### config.mk
export PLATFORM = sky130hd
export DESIGN_NAME = ram16k_arbiter_flat
export DESIGN_NICKNAME = d
export VERILOG_FILES = /design/src/rtl/ram16k_arbiter_if.sv /design/src/rtl/ram16k_arbiter.sv /design/src/flat_wrapper.sv
export SDC_FILE = /design/constraint.sdc
export NUM_CORES = 1
export LEC_CHECK = 0
export CAP_MARGIN = 0
export CORE_MARGIN = 5
export CORE_UTILIZATION = 43
export DETAILED_ROUTE_END_ITERATION = 10
export GPL_TIMING_DRIVEN = 0
export PLACE_DENSITY_LB_ADDON = 0.12
export REMOVE_ABC_BUFFERS = 1
export SYNTH_ARGS = -nofsm -noshare
export SYNTH_HDL_FRONTEND = slang
export SYNTH_SLANG_ARGS = --single-unit
### constraint.sdc
create_clock -name clk -period 2.82 [get_ports clk]
set_input_delay 0.705 -clock clk [delete_from_list [all_inputs] [get_ports clk]]
set_output_delay 0.705 -clock clk [all_outputs]
set_load 0.01 [all_outputs]
### src/rtl/ram16k_arbiter_if.sv
// Requester-side bus of ram16k_arbiter: request/grant/response channels for
// the primary requester A (CPU) and the secondary requester B (DMA/screen).
interface ram16k_arbiter_if #(
  parameter int ADDR_W = 14,
  parameter int DATA_W = 16
);
  logic              a_req;
  logic              a_we;
  logic [ADDR_W-1:0] a_addr;
  logic [DATA_W-1:0] a_wdata;
  logic              a_gnt;
  logic              a_rvalid;
  logic [DATA_W-1:0] a_rdata;

  logic              b_req;
  logic              b_we;
  logic [ADDR_W-1:0] b_addr;
  logic [DATA_W-1:0] b_wdata;
  logic              b_gnt;
  logic              b_rvalid;
  logic [DATA_W-1:0] b_rdata;

  modport slave (
    input  a_req, a_we, a_addr, a_wdata,
    input  b_req, b_we, b_addr, b_wdata,
    output a_gnt, a_rvalid, a_rdata,
    output b_gnt, b_rvalid, b_rdata
  );

  modport master (
    output a_req, a_we, a_addr, a_wdata,
    output b_req, b_we, b_addr, b_wdata,
    input  a_gnt, a_rvalid, a_rdata,
    input  b_gnt, b_rvalid, b_rdata
  );
endinterface

### src/rtl/ram16k_arbiter.sv
// Two-requester arbiter/sequencer for RAM16K: grant -> command -> issue -> response.
// Define RAM16K_ARB_FIXED_PRIO_EN for fixed A-over-B priority (default: round-robin).
module ram16k_arbiter #(
  parameter int ADDR_W = 14,
  parameter int DATA_W = 16
) (
  input  logic              clk,
  input  logic              rst_n,
  ram16k_arbiter_if.slave   bus,
  output logic              ram_load,
  output logic [DATA_W-1:0] ram_in,
  output logic [ADDR_W-1:0] ram_address,
  input  logic [DATA_W-1:0] ram_out
);

  typedef enum logic {
    OWN_A = 1'b0,
    OWN_B = 1'b1
  } owner_e;

  logic              a_wins;
  logic              a_gnt;
  logic              b_gnt;

  logic              cmd_valid;
  logic              cmd_we;
  logic [ADDR_W-1:0] cmd_addr;
  logic [DATA_W-1:0] cmd_wdata;
  owner_e            cmd_owner;

  logic              a_rvalid_q;
  logic              b_rvalid_q;
  logic [DATA_W-1:0] rdata_q;

`ifdef RAM16K_ARB_FIXED_PRIO_EN
  assign a_wins = 1'b1;
`else
  owner_e last;

  // Reset to B so that A wins the first contention after reset.
  always_ff @(posedge clk) begin
    if (!rst_n)     last <= OWN_B;
    else if (a_gnt) last <= OWN_A;
    else if (b_gnt) last <= OWN_B;
  end

  assign a_wins = (last == OWN_B);
`endif

  // Grants are masked by rst_n so nothing is accepted while reset is held.
  assign a_gnt = rst_n & bus.a_req & (~bus.b_req | a_wins);
  assign b_gnt = rst_n & bus.b_req & ~a_gnt;

  assign bus.a_gnt = a_gnt;
  assign bus.b_gnt = b_gnt;

  // NOTE: state registers use non-blocking assignments so every stage samples
  // the previous-cycle value of the stage before it, giving a true pipeline.
  always_ff @(posedge clk) begin
    if (!rst_n) begin
      // NOTE: datapath registers are reset as well because ram_address, ram_in
      // and rdata must come out of reset at zero, not at whatever was last held.
      cmd_valid  <= 1'b0;
      cmd_we     <= 1'b0;
      cmd_addr   <= '0;
      cmd_wdata  <= '0;
      cmd_owner  <= OWN_A;
      a_rvalid_q <= 1'b0;
      b_rvalid_q <= 1'b0;
      rdata_q    <= '0;
    end else begin
      cmd_valid <= a_gnt | b_gnt;
      if (a_gnt) begin
        cmd_we    <= bus.a_we;
        cmd_addr  <= bus.a_addr;
        cmd_wdata <= bus.a_wdata;
        cmd_owner <= OWN_A;
      end else if (b_gnt) begin
        cmd_we    <= bus.b_we;
        cmd_addr  <= bus.b_addr;
        cmd_wdata <= bus.b_wdata;
        cmd_owner <= OWN_B;
      end

      // Capture the RAM's combinational read at the end of the issue cycle.
      a_rvalid_q <= cmd_valid & ~cmd_we & (cmd_owner == OWN_A);
      b_rvalid_q <= cmd_valid & ~cmd_we & (cmd_owner == OWN_B);
      if (cmd_valid && !cmd_we) rdata_q <= ram_out;
    end
  end

  // Address/data hold their last command when idle; only load is qualified.
  assign ram_load    = cmd_valid & cmd_we;
  assign ram_address = cmd_addr;
  assign ram_in      = cmd_wdata;

  assign bus.a_rvalid = a_rvalid_q;
  assign bus.b_rvalid = b_rvalid_q;
  assign bus.a_rdata  = rdata_q;
  assign bus.b_rdata  = rdata_q;

endmodule

### src/flat_wrapper.sv
// flat-port wrapper written by rule: the top's interface ports become plain ports
module ram16k_arbiter_flat 
#(
  parameter int ADDR_W = 14,
  parameter int DATA_W = 16
)
  (clk, rst_n, ram_load, ram_in, ram_address, ram_out, bus_a_req, bus_a_we, bus_a_addr, bus_a_wdata, bus_b_req, bus_b_we, bus_b_addr, bus_b_wdata, bus_a_gnt, bus_a_rvalid, bus_a_rdata, bus_b_gnt, bus_b_rvalid, bus_b_rdata);
  ram16k_arbiter_if #(.ADDR_W(ADDR_W), .DATA_W(DATA_W)) bus_i ();
  input  logic clk;
  input  logic rst_n;
  output logic ram_load;
  output logic [DATA_W-1:0] ram_in;
  output logic [ADDR_W-1:0] ram_address;
  input  logic [DATA_W-1:0] ram_out;
  input wire logic [$bits(bus_i.a_req)-1:0] bus_a_req;
  input wire logic [$bits(bus_i.a_we)-1:0] bus_a_we;
  input wire logic [$bits(bus_i.a_addr)-1:0] bus_a_addr;
  input wire logic [$bits(bus_i.a_wdata)-1:0] bus_a_wdata;
  input wire logic [$bits(bus_i.b_req)-1:0] bus_b_req;
  input wire logic [$bits(bus_i.b_we)-1:0] bus_b_we;
  input wire logic [$bits(bus_i.b_addr)-1:0] bus_b_addr;
  input wire logic [$bits(bus_i.b_wdata)-1:0] bus_b_wdata;
  output wire logic [$bits(bus_i.a_gnt)-1:0] bus_a_gnt;
  output wire logic [$bits(bus_i.a_rvalid)-1:0] bus_a_rvalid;
  output wire logic [$bits(bus_i.a_rdata)-1:0] bus_a_rdata;
  output wire logic [$bits(bus_i.b_gnt)-1:0] bus_b_gnt;
  output wire logic [$bits(bus_i.b_rvalid)-1:0] bus_b_rvalid;
  output wire logic [$bits(bus_i.b_rdata)-1:0] bus_b_rdata;
  assign bus_i.a_req = bus_a_req;
  assign bus_i.a_we = bus_a_we;
  assign bus_i.a_addr = bus_a_addr;
  assign bus_i.a_wdata = bus_a_wdata;
  assign bus_i.b_req = bus_b_req;
  assign bus_i.b_we = bus_b_we;
  assign bus_i.b_addr = bus_b_addr;
  assign bus_i.b_wdata = bus_b_wdata;
  assign bus_a_gnt = bus_i.a_gnt;
  assign bus_a_rvalid = bus_i.a_rvalid;
  assign bus_a_rdata = bus_i.a_rdata;
  assign bus_b_gnt = bus_i.b_gnt;
  assign bus_b_rvalid = bus_i.b_rvalid;
  assign bus_b_rdata = bus_i.b_rdata;
  ram16k_arbiter #(.ADDR_W(ADDR_W), .DATA_W(DATA_W)) u_core (.clk(clk), .rst_n(rst_n), .bus(bus_i), .ram_load(ram_load), .ram_in(ram_in), .ram_address(ram_address), .ram_out(ram_out));
endmodule
Yosys cells after proc, flatten, opt, wreduce, memory -nomap -nowiden
Index checks and enable logic that the tools add are counted.
Word-level totals
  logic and storage cells: 36
  bits of input ports: 82
  register bits: 52
Cells by class
  mux-type cells: 8
  bitwise logic cells: 15
  reduce and logical (&&, ||, !) cells: 4
Operator list (count)
  2-to-1 mux 16 bit: 2
  2-to-1 mux 14 bit: 2
  bitwise AND 1 bit: 8
  inverter 1 bit: 5
  2-to-1 mux 1 bit: 4
  OR 1 bit: 2
  nonzero test 2 bit: 1
  OR reduction 2 bit: 1
  logical AND 1 bit: 1
  logical NOT 1 bit: 1

Logic depth before layout (Yosys ltp)
  depth after elaboration: 7
  depth in mapped cells: 7

Worst setup path after synthesis
No wires, ideal clock.
  path type: input port to output port
  start point: input rst_n
  end point: output bus_a_gnt
  arrival time: 1337 ps
  setup slack: 778 ps
  buffers on the path: 3
  stages: 6
  path through: buf_6 > and2_4 > buf_6 > nand2_8 > inv_6 > buf_12
On the way
  longest elaborated chain between the ends: 2
Ends and longest elaborated chain
  start: declaration: line flat_wrapper.sv:10  | input logic rst_n;
  bitwise AND 1 bit (2 in a row): line ram16k_arbiter.sv:51  | assign a_gnt = rst_n & bus.a_req & (~bus.b_req | a_wins);
  end: declaration: line flat_wrapper.sv:23  | output wire logic [$bits(bus_i.a_gnt)-1:0] bus_a_gnt;
No other way between the ends.

Worst setup path after layout
  start point: input rst_n
  end point: output bus_b_gnt
On the way
  longest elaborated chain between the ends: 4
  elaborated cells between the ends (all ways): 5
  classes of those cells: bitwise (5)
Ends and longest elaborated chain
  bitwise AND 1 bit (2 in a row): line ram16k_arbiter.sv:51
  inverter 1 bit: line ram16k_arbiter.sv:52  | assign b_gnt = rst_n & bus.b_req & ~a_gnt;
  bitwise AND 1 bit *: line ram16k_arbiter.sv:52
  end: declaration: line flat_wrapper.sv:26  | output wire logic [$bits(bus_i.b_gnt)-1:0] bus_b_gnt;
Every way passes the cells marked *; elsewhere a longest branch is shown, timed or not.

==> impl_metrics.yaml <==
timing:
  period_share_pct: 97.8
  final-setup-viol-count: 0
  rsz0062_at_grt: "no"
  relSlewSlack_pct: 18.0
  finalClockSkew_ns: 0.00533
  max_freq_mhz: 363
  setup_slack_ns: 0.0624
  final.min_clock_period_ns: 2.76
  finalHoldViolations: 0
  hold-worst-slack_ns: 0.456
  slew_viol_final: 0
  tightest_slew_ns: 1.23
critical_path:
  endpoint_kind: "output pin"
  cp-endpoint: "bus_b_gnt"
  path_cells: "buf_4 > buf_12 > and2_4 > nand2_8 > and3_1 > clkdlybuf4s50_1"
  max_stage_delay_ns: 0.53
  cp-start-kind: "input port"
  path_class: "input port to output pin"
  cp_slowest_cell: "clkdlybuf4s50_1"
  cp-startpoint: "rst_n"
  cp_max_fo: 23
  reg2reg_from: "u_core.cmd_valid$_SDFF_PN0_"
  r2r-end: "u_core.bus.a_rdata[4]$_SDFFE_PN0P_"
  reg2reg_depth: 3
  critPathArrivalTime_ns: 2.05
  required_ns: 2.12
  r2r_setup_slack_ns: 1.13
detailed_routing:
  drt-met1-wl_mm: 3.46
  firstDrtPassIters: 4
  top_layer: "met4"
  ant_nets: 0
  drc_errors: 0
  routed-wl-met3_um: 447
  wl_mm: 8.52
  vias_per_cell: 5.17
  wl_per_cell_um: 17.6
  drtIter0Drc: 71
  num_vias: 2500
  met2_length_mm: 4.52
pwr:
  switchingPower_mw: 0.515
  power_frac_seq_pct: 45.1
  internal_power_mw: 1.32
  leakagePower_nw: 1.64
  swShare_pct: 28.0
  power_frac_comb_pct: 31.1
  p_clk_share_pct: 23.9
  vdd_drop_max_v: 0.000215
  total_power_mw: 1.84
  p_per_area_mw_per_mm2: 414
min_path:
  hold_start: "u_core.cmd_owner$_SDFFE_PP0P_"
  hold_path.class: "register to register"
synth:
  synth_edf_count: 0
  synth_seq_cells: 52
  synthXorXnorAreaFrac_pct: 0
  yosys.area.top_type: "dfxtp_1"
  yosysMostFrequentCell: "nand2_1"
  synth_top_area_share_pct: 36.1
  muxShareOfSynthArea_pct: 0
  synth-main-ff-cell: "dfxtp_1"
  synth_top_family_by_area: "compound AO/OA/AOI/OAI gates"
  synthCells: 284
  synth-simple-area-share_pct: 21.4
  synth_seq_area_share_pct: 36.1
  syn_avg_cell_area_um2: 10.2
  synthArstFlopShare_pct: 0
  netlist_top_cells_count: "95 x nand2_1, 52 x dfxtp_1, 32 x nand3_1, 29 x o311ai_4, 18 x buf_4"
  synthTopCellsByArea: "dfxtp_1 36%, o311ai_4 26%, nand2_1 12%, nand3_1 5.6%, buf_4 4.7%"
  ys_types: 23
  synth_area_mm2: 0.00288
  synth_fa_ha_area_share_pct: 0
  yosys_warnings: 0
  synth_compound_area_share_pct: 31.6
final_layout:
  synthToLayoutAreaGrowth_pct: 54.0
  antennaDiodeCount: 0
  drive_above_1_share_pct: 13.8
  fin_nets: 488
cts:
  clkSlewWorstSetupHoldPaths_ns: 0.10
  ctsLongestPathBuffers: 2
  cts_buffers: 5
  tritoncts: "done"
  h-tree-depth: 2
  hold_buffers: 0
  cts.sinks: 52
  root_buffer: "clkbuf_8"
  clk_latency_ns: 0.29
floorplanning:
  dieArea_mm2: 0.00844
  rows: 29
  die_w_um: 91.9
  die_h_um: 91.9
  core_mm2: 0.00642
  start_util_pct: 44.9
  io_pins: 149
placement:
  gp_congestion: 0.687
  dp_hpwl_mm: 5.79
  place_ws_ns: -1.08
  portBuffers: 148
global_route:
  grt_first_pass_wirelength_mm: 13.2
  grt_max_degree: 24
  track_usage_pct: 19.6
  gr-total-overflow: 0
  antenna_found_initial: 0
  grt_pass1_vias: 2512
outcome:
  status: "finished, final reports clean"
flow_run:
  cap_violations: 0
## layer usage
layer  track usage (%)  vias up
met4              5.69        0
met5                 0        -
met1              22.9     1197
li1                  -     1219
met2              36.1       78
met3              3.85        6
## power by group through the flow
| stage | clock network, mW | logic, mW | registers, mW |
|---|---|---|---|
| global route | 0.476 | 0.605 | 0.836 |
| finish | 0.439 | 0.571 | 0.829 |
| CTS | 0.457 | 0.579 | 0.829 |
| global placement | 0 | 0.534 | 0.843 |
| floorplan | 0 | 0.203 | 0.878 |
| detailed placement | 0 | 0.557 | 0.846 |
## layout make-up
cell class	count	area [um^2]
clock inverter	2	10.0
multi-input combinational	190	1560
timing repair buffer	155	1620
inverter	1	20.0
fill	522	1980
tap	77	96.3
sequential	52	1040
timing repair inverter	1	8.76
clock buffer	6	82.6
## timing repair
item / in CTS / in global routing
setup endpoints to repair: 2 / 1
pin swaps: 1 / 0
cloned: 4 / 0
setup buffers: 2 / 0
resized for setup: 11 / 1
## metrics by stage
stage | cells | TNS, ns | cell area [um^2] | utilization, %
2_1_floorplan | 241 | -50.39 | 2570 | -
3_3_place_gp | 466 | -97.94 | 4150 | 64.7
3_5_place_dp | 470 | -2.72 | 4250 | 66.2
4_1_cts | 484 | 0 | 4440 | 69.1
5_1_grt | 484 | 0 | 4440 | 69.1
6_report | 484 | 0 | 4440 | 69.1
## state kept, by name, indices dropped and copies added (netlist names)
signal / flops
u_core.bus.a_rdata: 16
u_core.ram_in: 16
u_core.ram_address: 14
u_core.a_wins: 1
u_core.bus.a_rvalid: 1
u_core.bus.b_rvalid: 1
u_core.cmd_owner: 1
u_core.cmd_valid: 1
u_core.cmd_we: 1
## logic make-up (layout without fill, tap and decap cells)
group / after synthesis / count (layout)
AOI/OAI and AO/OA: 48 / 48
buffers and inverters: 44 / 165
DFF: 52 / 52
and+or+nand+nor: 140 / 142
## layout by cell type, fill, tap and decap left out
| cell type | count |
|---|---|
| clkdlybuf4s50_1 | 144 |
| nand2_1 | 95 |
| dfxtp_1 | 52 |
| nand3_1 | 32 |
| o311ai_4 | 29 |
| a21boi_1 | 10 |
| a21boi_0 | 6 |
| clkbuf_8 | 6 |
| buf_4 | 3 |
| buf_12 | 3 |
| and3_1 | 2 |
| nor2b_1 | 2 |
| nand2b_1 | 2 |
| o311ai_1 | 2 |
| clkinv_2 | 2 |
| clkdlybuf4s15_2 | 2 |
| and2_4 | 1 |
| nand2b_4 | 1 |
| nand2_8 | 1 |
| inv_16 | 1 |
| and2_1 | 1 |
| nor2_4 | 1 |
| nor3b_4 | 1 |
| nor2_1 | 1 |
| o211a_1 | 1 |
| and2_2 | 1 |
| nand2b_2 | 1 |
| inv_6 | 1 |
| bufbuf_16 | 1 |
| buf_16 | 1 |
| dlymetal6s2s_1 | 1 |
## how the worst min path moves through the flow
| stage | cells after the start | slack [ns] | to |
|---|---|---|---|
| floorplan | 1 | 0.40 | u_core.bus.a_rvalid$_SDFF_PN0_ |
| global placement | 1 | 0.42 | u_core.bus.a_rvalid$_SDFF_PN0_ |
| detailed placement | 1 | 0.44 | u_core.bus.a_rvalid$_SDFF_PN0_ |
| CTS | 1 | 0.45 | u_core.bus.a_rvalid$_SDFF_PN0_ |
| global route | 1 | 0.48 | u_core.bus.a_rvalid$_SDFF_PN0_ |
| finish | 1 | 0.46 | u_core.bus.a_rvalid$_SDFF_PN0_ |
## critical path: cells and delay by family
kind | cells | cell delay, ns
buf+inv | 3 | 0.87
simple gates | 3 | 0.47
Power figures use the tool's default switching activity.
